===== config.mk =====
export PLATFORM = sky130hd
export DESIGN_NAME = orb_packer_mc
export DESIGN_NICKNAME = d
export VERILOG_FILES = /design/src/rtl/orb_packer_mc.sv
export SDC_FILE = /design/constraint.sdc
export NUM_CORES = 1
export LEC_CHECK = 0
export CORE_ASPECT_RATIO = 1.4
export CORE_MARGIN = 4
export CORE_UTILIZATION = 35
export DETAILED_ROUTE_END_ITERATION = 10
export SLEW_MARGIN = 20
export SYNTH_ARGS = -nofsm -noshare
export SYNTH_HDL_FRONTEND = slang
export SYNTH_SLANG_ARGS = --single-unit

===== constraint.sdc =====
create_clock -name clk -period 3.3 [get_ports clk]
set_clock_uncertainty 0.2 [all_clocks]
set_input_delay 0.66 -clock clk [delete_from_list [all_inputs] [get_ports clk]]
set_output_delay 0.66 -clock clk [all_outputs]
set_load 0.005 [all_outputs]

===== src/rtl/orb_packer_mc.sv =====
// orb_packer_mc - multi-channel orbit word packer.
// Captures bytes from N_CH strobed serial decoders, formats each into an
// OW-bit orbit word and writes it, channel-interleaved, into the shared orbit
// RAM through one round-robin arbitrated write port.
//
// Ports:
//   clk, rst   clock; asynchronous active-low reset
//   i_data     N_CH*DW  channel c byte at [c*DW +: DW]
//   i_strob    N_CH     per-channel byte strobe (asynchronous level)
//   sw         frame-switch input (asynchronous), any toggle = resync
//   o_word     RAM write data
//   o_addr     RAM write address
//   o_we       RAM write enable, 1-cycle pulse
//   o_ch       channel owning the current write (1 bit wide, 0, when N_CH=1)
//   o_resync   1-cycle pulse on each sw toggle
//   o_ovf      sticky per channel: strobe lost while a capture was in flight
//
// Build option: ORB_PARITY_EN - when defined, o_word MSB carries odd parity
// of the data byte; otherwise it is 0.

// Per-channel capture FSM: IDLE -> HOLD (settle) -> REQ (arbitrate) -> WAIT.
module orb_packer_ch #(
  parameter int N_CH        = 2,
  parameter int DW          = 8,
  parameter int OW          = 12,
  parameter int AW          = 11,
  parameter int WORDS_PK    = 16,
  parameter int STROBES_PK  = 20,
  parameter int STRIDE_LOG2 = 5,
  parameter int WE_DELAY    = 30,
  parameter int CH          = 0
) (
  input  logic          clk,
  input  logic          rst,
  input  logic          strobS,   // synchronised strobe
  input  logic [DW-1:0] data,
  input  logic          resync,
  input  logic          grant,
  output logic          req,
  output logic [OW-1:0] word,
  output logic [AW-1:0] addr,
  output logic          ovf
);
  localparam int PW = AW - STRIDE_LOG2;
  localparam logic [5:0] WORDS_L = 6'(WORDS_PK);
  localparam logic [5:0] LAST_L  = 6'(STROBES_PK - 1);

  typedef enum logic [1:0] {IDLE, HOLD, REQ, WAIT} state_t;
  state_t state, stateNx;

  logic [5:0]    slot;
  logic [PW-1:0] pack;
  logic [7:0]    dly;
  logic          sawLow;   // strobe dropped since capture; a new rise is a lost byte
  logic          msb;
  logic          slotData;
  logic [AW-1:0] addrCap;

`ifdef ORB_PARITY_EN
  assign msb = ~^data;
`else
  assign msb = 1'b0;
`endif

  assign slotData = (slot < WORDS_L);
  assign addrCap  = {pack, {STRIDE_LOG2{1'b0}}} + AW'(slot) * AW'(N_CH) + AW'(CH);
  assign req      = (state == REQ);

  always_comb begin
    stateNx = state;
    case (state)
      IDLE: if (strobS) stateNx = slotData ? HOLD : WAIT;
      HOLD: if (dly == 8'd1) stateNx = REQ;
      REQ:  if (grant) stateNx = WAIT;
      WAIT: if (!strobS) stateNx = IDLE;
      default: stateNx = IDLE;
    endcase
    if (resync) stateNx = WAIT;
  end

  always_ff @(posedge clk or negedge rst) begin
    if (!rst) begin
      state  <= IDLE;
      slot   <= '0;
      pack   <= '0;
      dly    <= '0;
      word   <= '0;
      addr   <= '0;
      ovf    <= 1'b0;
      sawLow <= 1'b0;
    end else begin
      state <= stateNx;
      if (resync) begin
        slot   <= '0;
        pack   <= '0;
        sawLow <= 1'b0;
      end else begin
        if (state == IDLE) begin
          sawLow <= 1'b0;
          if (strobS) begin
            if (slotData) begin
              word <= OW'({msb, data}) << (OW - DW - 1);
              addr <= addrCap;
              dly  <= 8'(WE_DELAY);
            end
            // wrap check on both paths so WORDS_PK == STROBES_PK still wraps
            if (slot == LAST_L) begin
              slot <= '0;
              pack <= pack + 1'b1;
            end else begin
              slot <= slot + 1'b1;
            end
          end
        end else begin
          if (state == HOLD) dly <= dly - 1'b1;
          if (!strobS) sawLow <= 1'b1;
          else if (sawLow) begin
            ovf    <= 1'b1;
            sawLow <= 1'b0;
          end
        end
      end
    end
  end
endmodule

module orb_packer_mc #(
  parameter int N_CH        = 2,
  parameter int DW          = 8,
  parameter int OW          = 12,
  parameter int AW          = 11,
  parameter int WORDS_PK    = 16,
  parameter int STROBES_PK  = 20,
  parameter int STRIDE_LOG2 = 5,
  parameter int WE_DELAY    = 30,
  localparam int CW         = (N_CH > 1) ? $clog2(N_CH) : 1
) (
  input  logic               clk,
  input  logic               rst,
  input  logic [N_CH*DW-1:0] i_data,
  input  logic [N_CH-1:0]    i_strob,
  input  logic               sw,
  output logic [OW-1:0]      o_word,
  output logic [AW-1:0]      o_addr,
  output logic               o_we,
  output logic [CW-1:0]      o_ch,
  output logic               o_resync,
  output logic [N_CH-1:0]    o_ovf
);
  logic [N_CH-1:0]          strobS0, strobS1;
  logic                     swS0, swS1, oldSw, resync;
  logic [N_CH-1:0]          req, gnt;
  logic [N_CH-1:0][OW-1:0]  chWord;
  logic [N_CH-1:0][AW-1:0]  chAddr;
  logic [CW-1:0]            ptr, gntIdx;
  logic                     gntVld;

  always_ff @(posedge clk or negedge rst) begin
    if (!rst) begin
      strobS0 <= '0;
      strobS1 <= '0;
      swS0    <= 1'b0;
      swS1    <= 1'b0;
      oldSw   <= 1'b0;
    end else begin
      strobS0 <= i_strob;
      strobS1 <= strobS0;
      swS0    <= sw;
      swS1    <= swS0;
      oldSw   <= swS1;
    end
  end

  assign resync = swS1 ^ oldSw;

  for (genvar c = 0; c < N_CH; c++) begin : g_ch
    orb_packer_ch #(
      .N_CH(N_CH), .DW(DW), .OW(OW), .AW(AW), .WORDS_PK(WORDS_PK),
      .STROBES_PK(STROBES_PK), .STRIDE_LOG2(STRIDE_LOG2),
      .WE_DELAY(WE_DELAY), .CH(c)
    ) u_ch (
      .clk(clk), .rst(rst), .strobS(strobS1[c]), .data(i_data[c*DW +: DW]),
      .resync(resync), .grant(gnt[c]), .req(req[c]),
      .word(chWord[c]), .addr(chAddr[c]), .ovf(o_ovf[c])
    );
  end

  // First requester at or after the rotating pointer; resync suppresses grants.
  always_comb begin
    gntVld = 1'b0;
    gntIdx = '0;
    for (int i = 0; i < N_CH; i++) begin
      if (!gntVld && req[(int'(ptr) + i) % N_CH]) begin
        gntVld = 1'b1;
        gntIdx = CW'((int'(ptr) + i) % N_CH);
      end
    end
    if (resync) gntVld = 1'b0;
    gnt = gntVld ? (N_CH'(1) << gntIdx) : '0;
  end

  always_ff @(posedge clk or negedge rst) begin
    if (!rst) begin
      o_word   <= '0;
      o_addr   <= '0;
      o_we     <= 1'b0;
      o_ch     <= '0;
      o_resync <= 1'b0;
      ptr      <= '0;
    end else begin
      o_we     <= gntVld;
      o_resync <= resync;
      if (gntVld) begin
        o_word <= chWord[gntIdx];
        o_addr <= chAddr[gntIdx];
        o_ch   <= gntIdx;
        ptr    <= (gntIdx == CW'(N_CH - 1)) ? '0 : gntIdx + 1'b1;
      end
    end
  end
endmodule

# ---- Word level (Yosys, flattened, before mapping)
# Index checks and enable logic that the tools add are counted.
dict set report word_totals {
  ff_bits 120
  latchBits 0
  ram_bits 0
  romBits 0
  in_bits 21
  out_inout_bits 28
  word_cells 155
  memories 0
}
dict set report classes {
  addsub 11
  mul 0
  div 0
  n_lt_le_gt_ge 5
  eq_ne 22
  n_shift 1
  mux 60
  bitwise_logic 5
  reduce_logical 24
}
# operator n
set op_table {}
lappend op_table {{$mux W6} 16}
lappend op_table {{$mux W8} 8}
lappend op_table {{$mux W11} 3}
lappend op_table {{$reduce_and A4 Y1} 8}
lappend op_table {{$mux W2} 13}
lappend op_table {{$add A6 B1 Y6 const B} 4}
lappend op_table {{$add A11 B7 Y11} 2}
lappend op_table {{$ne A3 B3 Y1 const B} 6}
lappend op_table {{$mux W1} 17}
lappend op_table {{$eq A8 B1 Y1 const B} 2}
lappend op_table {{$pmux W2 S4} 2}
lappend op_table {{$reduce_bool A2 Y1} 8}
lappend op_table {{$sub A8 B1 Y8 const B} 2}
lappend op_table {{$eq A6 B5 Y1 const B} 2}
lappend op_table {{$lt A6 B5 Y1 const B} 2}
lappend op_table {{$mux W12} 1}
lappend op_table {{$add A11 B1 Y11 const B} 1}
lappend op_table {{$eq A2 B2 Y1 const B} 4}
lappend op_table {{$ne A3 B2 Y1 const B} 2}
lappend op_table {{$reduce_and A3 Y1} 2}
lappend op_table {{$eq A2 B1 Y1 const B} 2}
lappend op_table {{$logic_not A2 Y1} 2}
lappend op_table {{$lt A1 B2 Y1 const B} 2}
lappend op_table {{$ne A2 B1 Y1 const B} 2}
lappend op_table {{other kinds (10)} 15}

# ---- Longest topological paths before layout
dict set report depth {
  depth_word 12
  mapped_depth 9
  ltp_nobuf 6
}

# ---- By module
# From an unflattened synthesis, not the netlist that was laid out.
dict set report unflattened {
  hier_cells 586
  hier_area_um2 5784.3
}
# module instances cells_per_inst area_per_inst_um2 seq_area_each_um2
set modules_own_cells {}
lappend modules_own_cells {{orb_packer_ch (g_ch[0].u_ch)} 1 232 2187.1 1051.0}
lappend modules_own_cells {{orb_packer_ch (g_ch[1].u_ch)} 1 228 2159.6 1076.0}
lappend modules_own_cells {orb_packer_mc 1 126 1437.6 850.8}

# ---- Worst setup path after synthesis
# OpenSTA, ideal clock, no wires.
dict set report synth_timing {
  path_kind {reg2reg}
  from {register g_ch[0].u_ch.state[0]}
  to {register g_ch[0].u_ch.dly[4]}
  setup_ns 0.131
  arrival_time_ns 1.744
  required_time_ns 2.969
  setup_slack_ns 1.225
  path_stages_with_launch 7
  n_path_buf 0
  cell_sequence {dfrtp_1 > inv_1 > ha_1 > and4bb_2 > o211ai_1 > o31a_1 > or3_1}
}
dict set report synth_via {
  elab_chain_len 3
  word_cells_on_any_way 7
  cone_classes {eq/ne: 3; mux: 1; reduce/logical: 3}
}
# element line_no
set synth_lines {}
lappend synth_lines {{start, declared} 49} ;# state_t state, stateNx;
lappend synth_lines {{start signal, assigned} 92} ;# state <= stateNx;
lappend synth_lines {{$logic_not A2 Y1 or $eq A2 B1 Y1 (tied branches)} {98, 115}}
lappend synth_lines {{$ne A2 B1 Y1 (no line), or another cell as far along} -}
lappend synth_lines {{$reduce_and A4 Y1 (no line)} -}
lappend synth_lines {{end signal, assigned} 104} ;# dly <= 8'(WE_DELAY);
lappend synth_lines {{end signal, assigned} 115} ;# if (state == HOLD) dly <= dly - 1'b1;
lappend synth_lines {{end, declared} 53} ;# logic [7:0] dly;
# Parallel ways exist; a longest one is shown, timed or not.
# A chain may end at the register's enable or synchronous reset.

# ---- Worst setup path in the final report
dict set report layout_timing {
  from {register g_ch[1].u_ch.state[0]}
  to {register g_ch[1].u_ch.addr[4]}
}
dict set report layout_via {
  elab_chain_len 2
}
# element line_no
set layout_lines {}
lappend layout_lines {{start, declared} 49}
lappend layout_lines {{start signal, assigned} 92}
lappend layout_lines {{$logic_not A2 Y1} 98} ;# if (state == IDLE) begin
lappend layout_lines {{$reduce_and A4 Y1 (no line)} -}
lappend layout_lines {{end signal, assigned} 103} ;# addr <= addrCap;
lappend layout_lines {{end, declared} 41} ;# output logic [AW-1:0] addr,
# No other way between the ends.

==> results_dict.tcl <==
set metrics [dict create \
    outcome "complete, no violations" \
    cts.sinks 115 \
    core_um2 15540 \
    hpwl_mm 8.218 \
    fmax_ghz 0.3924 \
    cts_tree "built" \
    drt-pass1-iter-count 9 \
    cp_max_fo 16 \
    die_x_um 114.1 \
    grt_overflow 0 \
    die_area_um2 17850 \
    grt_pass1_vias 4203 \
    final_area_um2 6694 \
    place_inst 771 \
    avgSynthCellArea_um2 9.895 \
    rrSetupSlack_ns 0.75 \
    post-place-ws_ns 0.7566 \
    reg2reg_from "g_ch[1].u_ch.state[0]$_DFFE_PN0P_" \
    async_reset_ff_frac 1.000 \
    reg2regPathDepth 6 \
    fin_ws_ns 0.7517 \
    rr_endpoint "g_ch[1].u_ch.addr[4]$_DFFE_PN0P_" \
    synth_edf_count 0 \
    grt_pass1_wl_mm 20.76 \
    yosys_warnings 0 \
    crit_type "register to register" \
    synth_common_cells "nand2_1, dfrtp_1, nor2_1" \
    cts-root-buf "clkbuf_16" \
    power_mw 4.911 \
    clk_pin_slew_worst_paths_ns 0.05 \
    routed-via-count 4087 \
    ys.flop_type "dfrtp_1" \
    synth_top_area_share 0.5221 \
    rsz0062_at_grt "false" \
    dieHeight_um 156.5 \
    viasPerCell 5.090 \
    drt_wl_total_mm 12.22 \
    powerDensity_nw_per_um2 733.7 \
    clockBufferDepth 2 \
    finalHoldViolCount 0 \
    fin_nets 640 \
    clock_latency_ns 0.41 \
    top_usage_layer "met2" \
    crit_path_start_kind "register" \
    ys_seq_elements 115 \
    stdcell_count 803 \
    antenna_found_initial 0 \
    grt_max_degree 56 \
    antenna_cells 0 \
    synth_top_area_cell "dfrtp_1" \
    cp.required_ns 3.45 \
    maxSlewHeadroom 0.4632 \
    whs_ns 0.1110 \
    dpl-instance-area_um2 6077 \
    syn_to_final_growth_pct 21.45 \
    cts_buffers 17 \
    seq_area_frac_synth 0.5221 \
    fin_crit_ns 2.548 \
    cts_setup_buffers 0 \
    gp_congestion 0.8531 \
    syn_area_um2 5512 \
    globalRouteMet1Util 0.1779 \
    drc 0 \
    drv_cap 0 \
    start_util 0.3547 \
    ir_drop_mv 0.3606 \
    period_share 0.7722 \
    holdBufCountCts 0 \
    num_rows 54 \
    drt_iter0_markers 309 \
    post-route-util 0.4308 \
    htreeDepth 4 \
    place.port_buffers 44 \
    ioPinCount 49 \
    ys_top_cells_by_area "dfrtp_1, nand2_1, ha_1" \
    grt_usage 0.1454 \
    grt_use_met3 0.03056 \
    critPathArrivalTime_ns 2.69 \
    ant_nets 0 \
    drive_above_1_share 0.08237 \
    ys_types 55 \
    p_leak_nw 3.127 \
    wl_per_cell_um 15.21 \
    slew_violations 0 \
    hp-class "input port to async pin" \
    cts.repair.resized 0 \
    worst_pin_slew_ns 0.8033 \
    crit_path_end_kind "register" \
    syn_inst 557 \
    grt_use_met2 0.2434 \
    fin_setup_tns_ns 0 \
    yosysMostFrequentCell "nand2_1" \
    setup_viol 0 \
]
[area by class of cell]
| class | count | area, µm² |
|---|---|---|
| fill | 1515 | 8846 |
| sequential | 115 | 2878 |
| timing repair buffer | 50 | 495.5 |
| tap | 196 | 245.2 |
| multi-input combinational | 380 | 2346 |
| clock inverter | 14 | 187.7 |
| inverter | 30 | 112.6 |
| clock buffer | 18 | 429.2 |
[power by group]
| group | switching (mW) | internal, mW | leakage, nW |
|---|---|---|---|
| logic | 0.560 | 0.487 | 1.37 |
| registers | 0.234 | 1.71 | 1.47 |
| clock network | 0.660 | 1.26 | 0.292 |
[sequential cells by signal, summed over array words and instances, names as in the netlist]
| signal | flops |
|---|---|
| g_ch.u_ch.addr | 21 |
| ptr | 1 |
| o_ch | 1 |
| strobS1 | 2 |
| g_ch.u_ch.slot | 12 |
| g_ch.u_ch.word | 16 |
| g_ch.u_ch.state | 4 |
| o_we | 1 |
| swS1 | 1 |
| g_ch.u_ch.sawLow | 2 |
| g_ch.u_ch.dly | 16 |
| g_ch.u_ch.ovf | 2 |
| o_resync | 1 |
| o_addr | 11 |
| oldSw | 1 |
| swS0 | 1 |
| g_ch.u_ch.pack | 12 |
| o_word | 8 |
| strobS0 | 2 |
[critical path, cell delays in order (launching register included)]
cell and delay (ns):
dfrtp_1 0.41, inv_1 0.12, ha_1 0.38, and4bb_2 0.41, and2_1 0.68, nand2_1 0.18, nand2_1 0.10
[cells in the final DEF, fill, tap and decap left out, types with 6 or more instances in the layout]
cell type	Yosys	routed
xor2_1	13	13
or3_1	7	7
dfrtp_1	115	115
ha_1	23	23
nor3_1	10	10
clkdlybuf4s50_1	0	43
o21ai_0	21	21
inv_1	29	29
nor2b_1	6	6
nand3_1	9	9
a222oi_1	18	18
a21oi_1	22	22
clkbuf_16	0	17
mux2i_1	8	8
nand2_1	124	124
xnor2_1	8	8
nor2_1	35	35
buf_4	7	6
[logic make-up (layout without fill, tap and decap cells)]
kind of cell / Yosys count / after routing / share of synthesized area
fa+ha+maj: 25 / 25 / 0.05948
compound gates: 91 / 91 / 0.1160
simple gates: 228 / 228 / 0.1925
other cells: 1 / 4 / 0.0006804
buf+inv: 65 / 112 / 0.05425
mux: 10 / 10 / 0.01862
xor+xnor: 22 / 22 / 0.03632
flops: 115 / 115 / 0.5221
[worst max-delay path by stage]
stage                                       from                          endpoint  cells after the start
6_report       g_ch[1].u_ch.state[0]$_DFFE_PN0P_  g_ch[1].u_ch.addr[4]$_DFFE_PN0P_                      6
5_1_grt        g_ch[1].u_ch.state[1]$_DFFE_PN0P_  g_ch[1].u_ch.addr[4]$_DFFE_PN0P_                      6
4_1_cts        g_ch[1].u_ch.state[0]$_DFFE_PN0P_  g_ch[1].u_ch.addr[4]$_DFFE_PN0P_                      6
3_5_place_dp   g_ch[1].u_ch.state[0]$_DFFE_PN0P_  g_ch[1].u_ch.addr[5]$_DFFE_PN0P_                      6
3_3_place_gp   g_ch[1].u_ch.state[0]$_DFFE_PN0P_  g_ch[1].u_ch.addr[5]$_DFFE_PN0P_                      6
2_1_floorplan  g_ch[0].u_ch.state[0]$_DFFE_PN0P_   g_ch[0].u_ch.dly[4]$_DFFE_PN0P_                      6
[per-layer routing]
| layer | vias to the layer above | routed length (µm) | share of wire |
|---|---|---|---|
| li1 | 1987 | - | - |
| met1 | 1995 | 5350 | 0.44 |
| met2 | 84 | 6161 | 0.50 |
| met3 | 21 | 408 | 0.033 |
| met4 | 0 | 295 | 0.024 |
| met5 | - | 0 | 0 |
Power figures use the tool's default switching activity.
==> variant 1, RTL diff (same settings) <==
`N_CH` is set to 2 in 2 places; all go to 4.
--- a/src/rtl/orb_packer_mc.sv
+++ b/src/rtl/orb_packer_mc.sv
@@ -22,3 +22,3 @@
 module orb_packer_ch #(
-  parameter int N_CH        = 2,
+  parameter int N_CH        = 4,
   parameter int DW          = 8,
@@ -127,3 +127,3 @@
 module orb_packer_mc #(
-  parameter int N_CH        = 2,
+  parameter int N_CH        = 4,
   parameter int DW          = 8,
Interface: changed (resized i_data, i_strob, o_ch and o_ovf); port bits go from 49 to 70. The function was not compared with the original's and may differ.
==> variant 1 against the unedited design <==
Sequential cell count up 88; sequential power increased by 93%; final area rose by 79%; hold slack improved by 38 ps; global-route usage up 0.94 points; synthesized area is 84% higher; final cell count up 88%; routed wire length increased by 100%; setup slack lost 620 ps; sequential share of layout area down 0.55 points; first-iteration DRC count fell by 6.5%; power up 95%; critical path type unchanged; largest cell class unchanged.
==> variant 1: results (changes against the unedited design) <==
stage	metric	value	unit	change
final_layout	largestRegisters	g_ch.u_ch.addr x39, g_ch.u_ch.dly x32, g_ch.u_ch.word x32		
route	drt_iter0_drc	289		-6.5%
critical_path	arrival	3350	ps	+660 ps
cts	clock_path_buffers	3		+1
final_layout	drive_above_1_share	0.07427		-0.008102
outcome	outcome	completed		
critical_path	setup.worst_path.end	o_addr[10]		
final_layout	multi_input_area_share	0.3945		+0.04405
final_layout	buffers	95		+90%
critical_path	path_max_fanout	15		-1
logic_synthesis	seq_area_frac_synth	0.4999		-0.02226
route	num_vias	7524		+84%
critical_path	cp_slowest_cell	or4_4		
power_and_ir_drop	power.share.switching	0.3653		+0.06923
route	drt_first_pass_iters	5		-4
final_layout	regArea	5080	sq um	+77%
final_layout	multi_input_gates	764		+100%
critical_path	critPathMaxStageDelay	540	ps	-140 ps
cts	cts_buffers	21		+4
cts	clock-sinks	203		+77%
final_layout	inv_count	34		+13%
hold_path	hold_class	reg -> reg		
critical_path	crit_path_start	g_ch[0].u_ch.state[0]		
logic_synthesis	synthXorXnorAreaFrac	0.04913		+0.01280
final_layout	nets	1210		+89%
final_layout	fillCellCount	2770		+83%
global_routing	grt_pass1_vias	7750		+84%
cts	insertion_delay	500	ps	+90 ps
critical_path	r2r_slack	130	ps	-620 ps
timing	tightest_slew	851.3	ps	+48.03 ps
logic_synthesis	netlist_top_cells_count	nand2_1 (224), dfrtp_1 (203), nor2_1 (90)		
logic_synthesis	synth.area.mux_share	0.03866		+0.02005
route	wl_per_cell	16.36	um	+7.5%
place	gp_congestion	0.8383		-1.7%
-- variant 1: per-stage QoR --
stage | area [sq um] | std cells | setup slack, ps | hold slack, ps | total power [uW]
6_report | 11970 | 1506 | 132.0 | 149.3 | 9581
5_1_grt | 11970 | 1506 | 5.390 | 156.0 | 10230
4_1_cts | 11960 | 1506 | 62.25 | 149.2 | 9672
3_5_place_dp | 11300 | 1470 | 77.52 | 135.5 | 7321
3_3_place_gp | 11300 | 1470 | 205.7 | 132.2 | 7241
2_1_floorplan | 10170 | 1058 | 424.3 | 131.2 | 6108
-- variant 1: metal layers --
layer | vias to the layer above | global-route usage | share of wire
met5 | - | 0 | 0
met4 | 0 | 0.04187 | 0.021
met3 | 36 | 0.02083 | 0.032
met2 | 126 | 0.2862 | 0.51
met1 | 3654 | 0.1890 | 0.43
li1 | 3708 | - | -
==> variant 2, RTL diff (same flow settings) <==
Made on the original files. The 4 states of `state_t` get a one-hot encoding in 4 bits.
--- a/src/rtl/orb_packer_mc.sv
+++ b/src/rtl/orb_packer_mc.sv
@@ -47,3 +47,3 @@
 
-  typedef enum logic [1:0] {IDLE, HOLD, REQ, WAIT} state_t;
+  typedef enum logic [3:0] {IDLE = 4'b0001, HOLD = 4'b0010, REQ = 4'b0100, WAIT = 4'b1000} state_t;
   state_t state, stateNx;
Function: no difference found for any inputs over 4 cycles, from zero or initial values and one cycle with rst low; so few cycles prove little.
==> variant 2 against the unedited design <==
Sequential cell count is 4 higher; utilization about the same; routed wire length grew 5.8%; hold slack worse by 65 ps; power fell by 9.3%; synthesized area up 4.6%; final area is 4.0% higher; combinational power is 37% lower; global-route usage grew 0.22 points; final cell count grew 4.0%; setup slack improved by 37 ps; clock power shrank 3%; critical path type unchanged; largest power group unchanged; highest routed layer unchanged.
==> variant 2: results (changes against the unedited design) <==
stage	metric	value	unit	change
power_and_ir_drop	peakVddDrop	0.0004832	V	+34%
final_layout	drive_above_1_share	0.09748		+0.01511
final_layout	buffers	56		+12%
global_routing	grt_pass1_wl	22260	um	+7.2%
global_routing	grt_start_max_net_pins	44		-21%
final_layout	largestRegisters	g_ch.u_ch.addr x21, g_ch.u_ch.dly x16, g_ch.u_ch.word x16		
logic_synthesis	synth_cell_types	66		+20%
place	post-dp-hpwl	9020	um	+9.8%
logic_synthesis	synth_fa_ha_area_frac	0.03299		-0.02648
final_layout	fillCellCount	1507		-0.53%
critical_path	cp_slowest_cell	dfstp_2		
critical_path	path_max_fanout	12		-4
logic_synthesis	synth.area.mux_share	0.01433		-0.004289
final_layout	multi_input_area_share	0.3532		+0.002696
critical_path	critPathMaxStageDelay	610	ps	-70 ps
logic_synthesis	synthTopCellsByArea	dfrtp_1 (51%), nand2_1 (7.6%), a222oi_1 (3.1%)		
global_routing	grt_pass1_vias	4575		+8.9%
final_layout	multi_input_gates	392		+3.2%
place	place_area	6355	sq um	+4.6%
final_layout	nets	658		+2.8%
place	dp_slack	807.2	ps	+50.64 ps
route	drt_first_pass_iters	5		-4
route	wl_per_cell	15.48	um	+1.7%
final_layout	clkCellAreaFrac	0.08717		-0.004982
place	gp_congestion	0.7791		-8.7%
outcome	outcome	completed		
logic_synthesis	seq_area_frac_synth	0.5170		-0.005095
logic_synthesis	synth_ff_type	dfrtp_1		
critical_path	arrival	2600	ps	-90 ps
cts	clock-sinks	119		+3.5%
final_layout	regArea	2980	sq um	+3.6%
power_and_ir_drop	p_leak	0.003159	uW	+1.0%
logic_synthesis	synthXorXnorAreaFrac	0.01975		-0.01657
global_routing	grtUsageTotal	0.1476		+0.002165
critical_path	crit_family	simple AND/OR/NAND/NOR gates		
logic_synthesis	synth_area_per_cell	9.887	sq um	about the same
power_and_ir_drop	power.share.switching	0.2734		-0.02265
final_layout	clock_buffer_count	20		+2
logic_synthesis	synth_compound_area_frac	0.1331		+0.01705
logic_synthesis	netlist_top_cells_count	dfrtp_1 (117), nand2_1 (117), inv_1 (36)		
route	num_vias	4458		+9.1%
timing	slew_headroom	0.4126		-0.05060
power_and_ir_drop	p_per_area	639.7	nW/um^2	-13%
final_layout	bufAreaShareNonClock	0.07584		+0.001826
route	drt_iter0_drc	466		+51%
==> variant 2: cell count changes after synthesis, moves of 7 or more <==
| cell | unedited run | this run |
|---|---|---|
| or3_1 | 7 | 15 |
| nor2_1 | 35 | 19 |
| nand3_1 | 9 | 19 |
| ha_1 | 23 | 12 |
| nand2_1 | 124 | 117 |
| inv_1 | 29 | 36 |
==> variant 2: power groups by stage <==
stage	combinational (uW)	sequential [uW]	clock (uW)
floorplan	493	1860	0
global placement	641	1930	0
detailed placement	667	1950	0
CTS	670	1930	1910
global route	768	1970	1970
finish	659	1930	1870
==> variant 2: final timing paths <==
path / startpoint / end / slack, ps / cells after the start
max: g_ch[0].u_ch.state[0] / g_ch[0].u_ch.dly[1] / 790 / 4
min: rst / g_ch[1].u_ch.word[8] / 50 / 1
max reg2reg: g_ch[0].u_ch.state[0] / g_ch[0].u_ch.dly[1] / 790 / 4
min reg2reg: strobS0[1] / strobS1[1] / 150 / 0
max in group asynchronous: rst / g_ch[1].u_ch.state[0] / 2030 / 2
min in group clk: strobS0[1] / strobS1[1] / 150 / 0
==> variant 2: layer usage <==
metal / share of wire / track usage
met5: 0 / 0
met4: 0.021 / 0.06491
met3: 0.047 / 0.02691
met2: 0.52 / 0.2458
met1: 0.41 / 0.1843
==> variant 2: worst register-to-register path: cells and delay by family (launching register included) <==
| family | cells | cell delay [ps] |
|---|---|---|
| AO/OA/AOI/OAI | 1 | 590 |
| flip-flops | 1 | 610 |
| multiplexers | 1 | 340 |
| AND/OR/NAND/NOR | 2 | 660 |
==> variant 2: per-stage QoR <==
stage	utilization	hold WS, ps
6_report	0.4305	46.45
5_1_grt	0.4305	86.32
4_1_cts	0.4305	54.66
3_5_place_dp	0.3930	136.4
3_3_place_gp	0.3930	136.4
2_1_floorplan	-	131.2
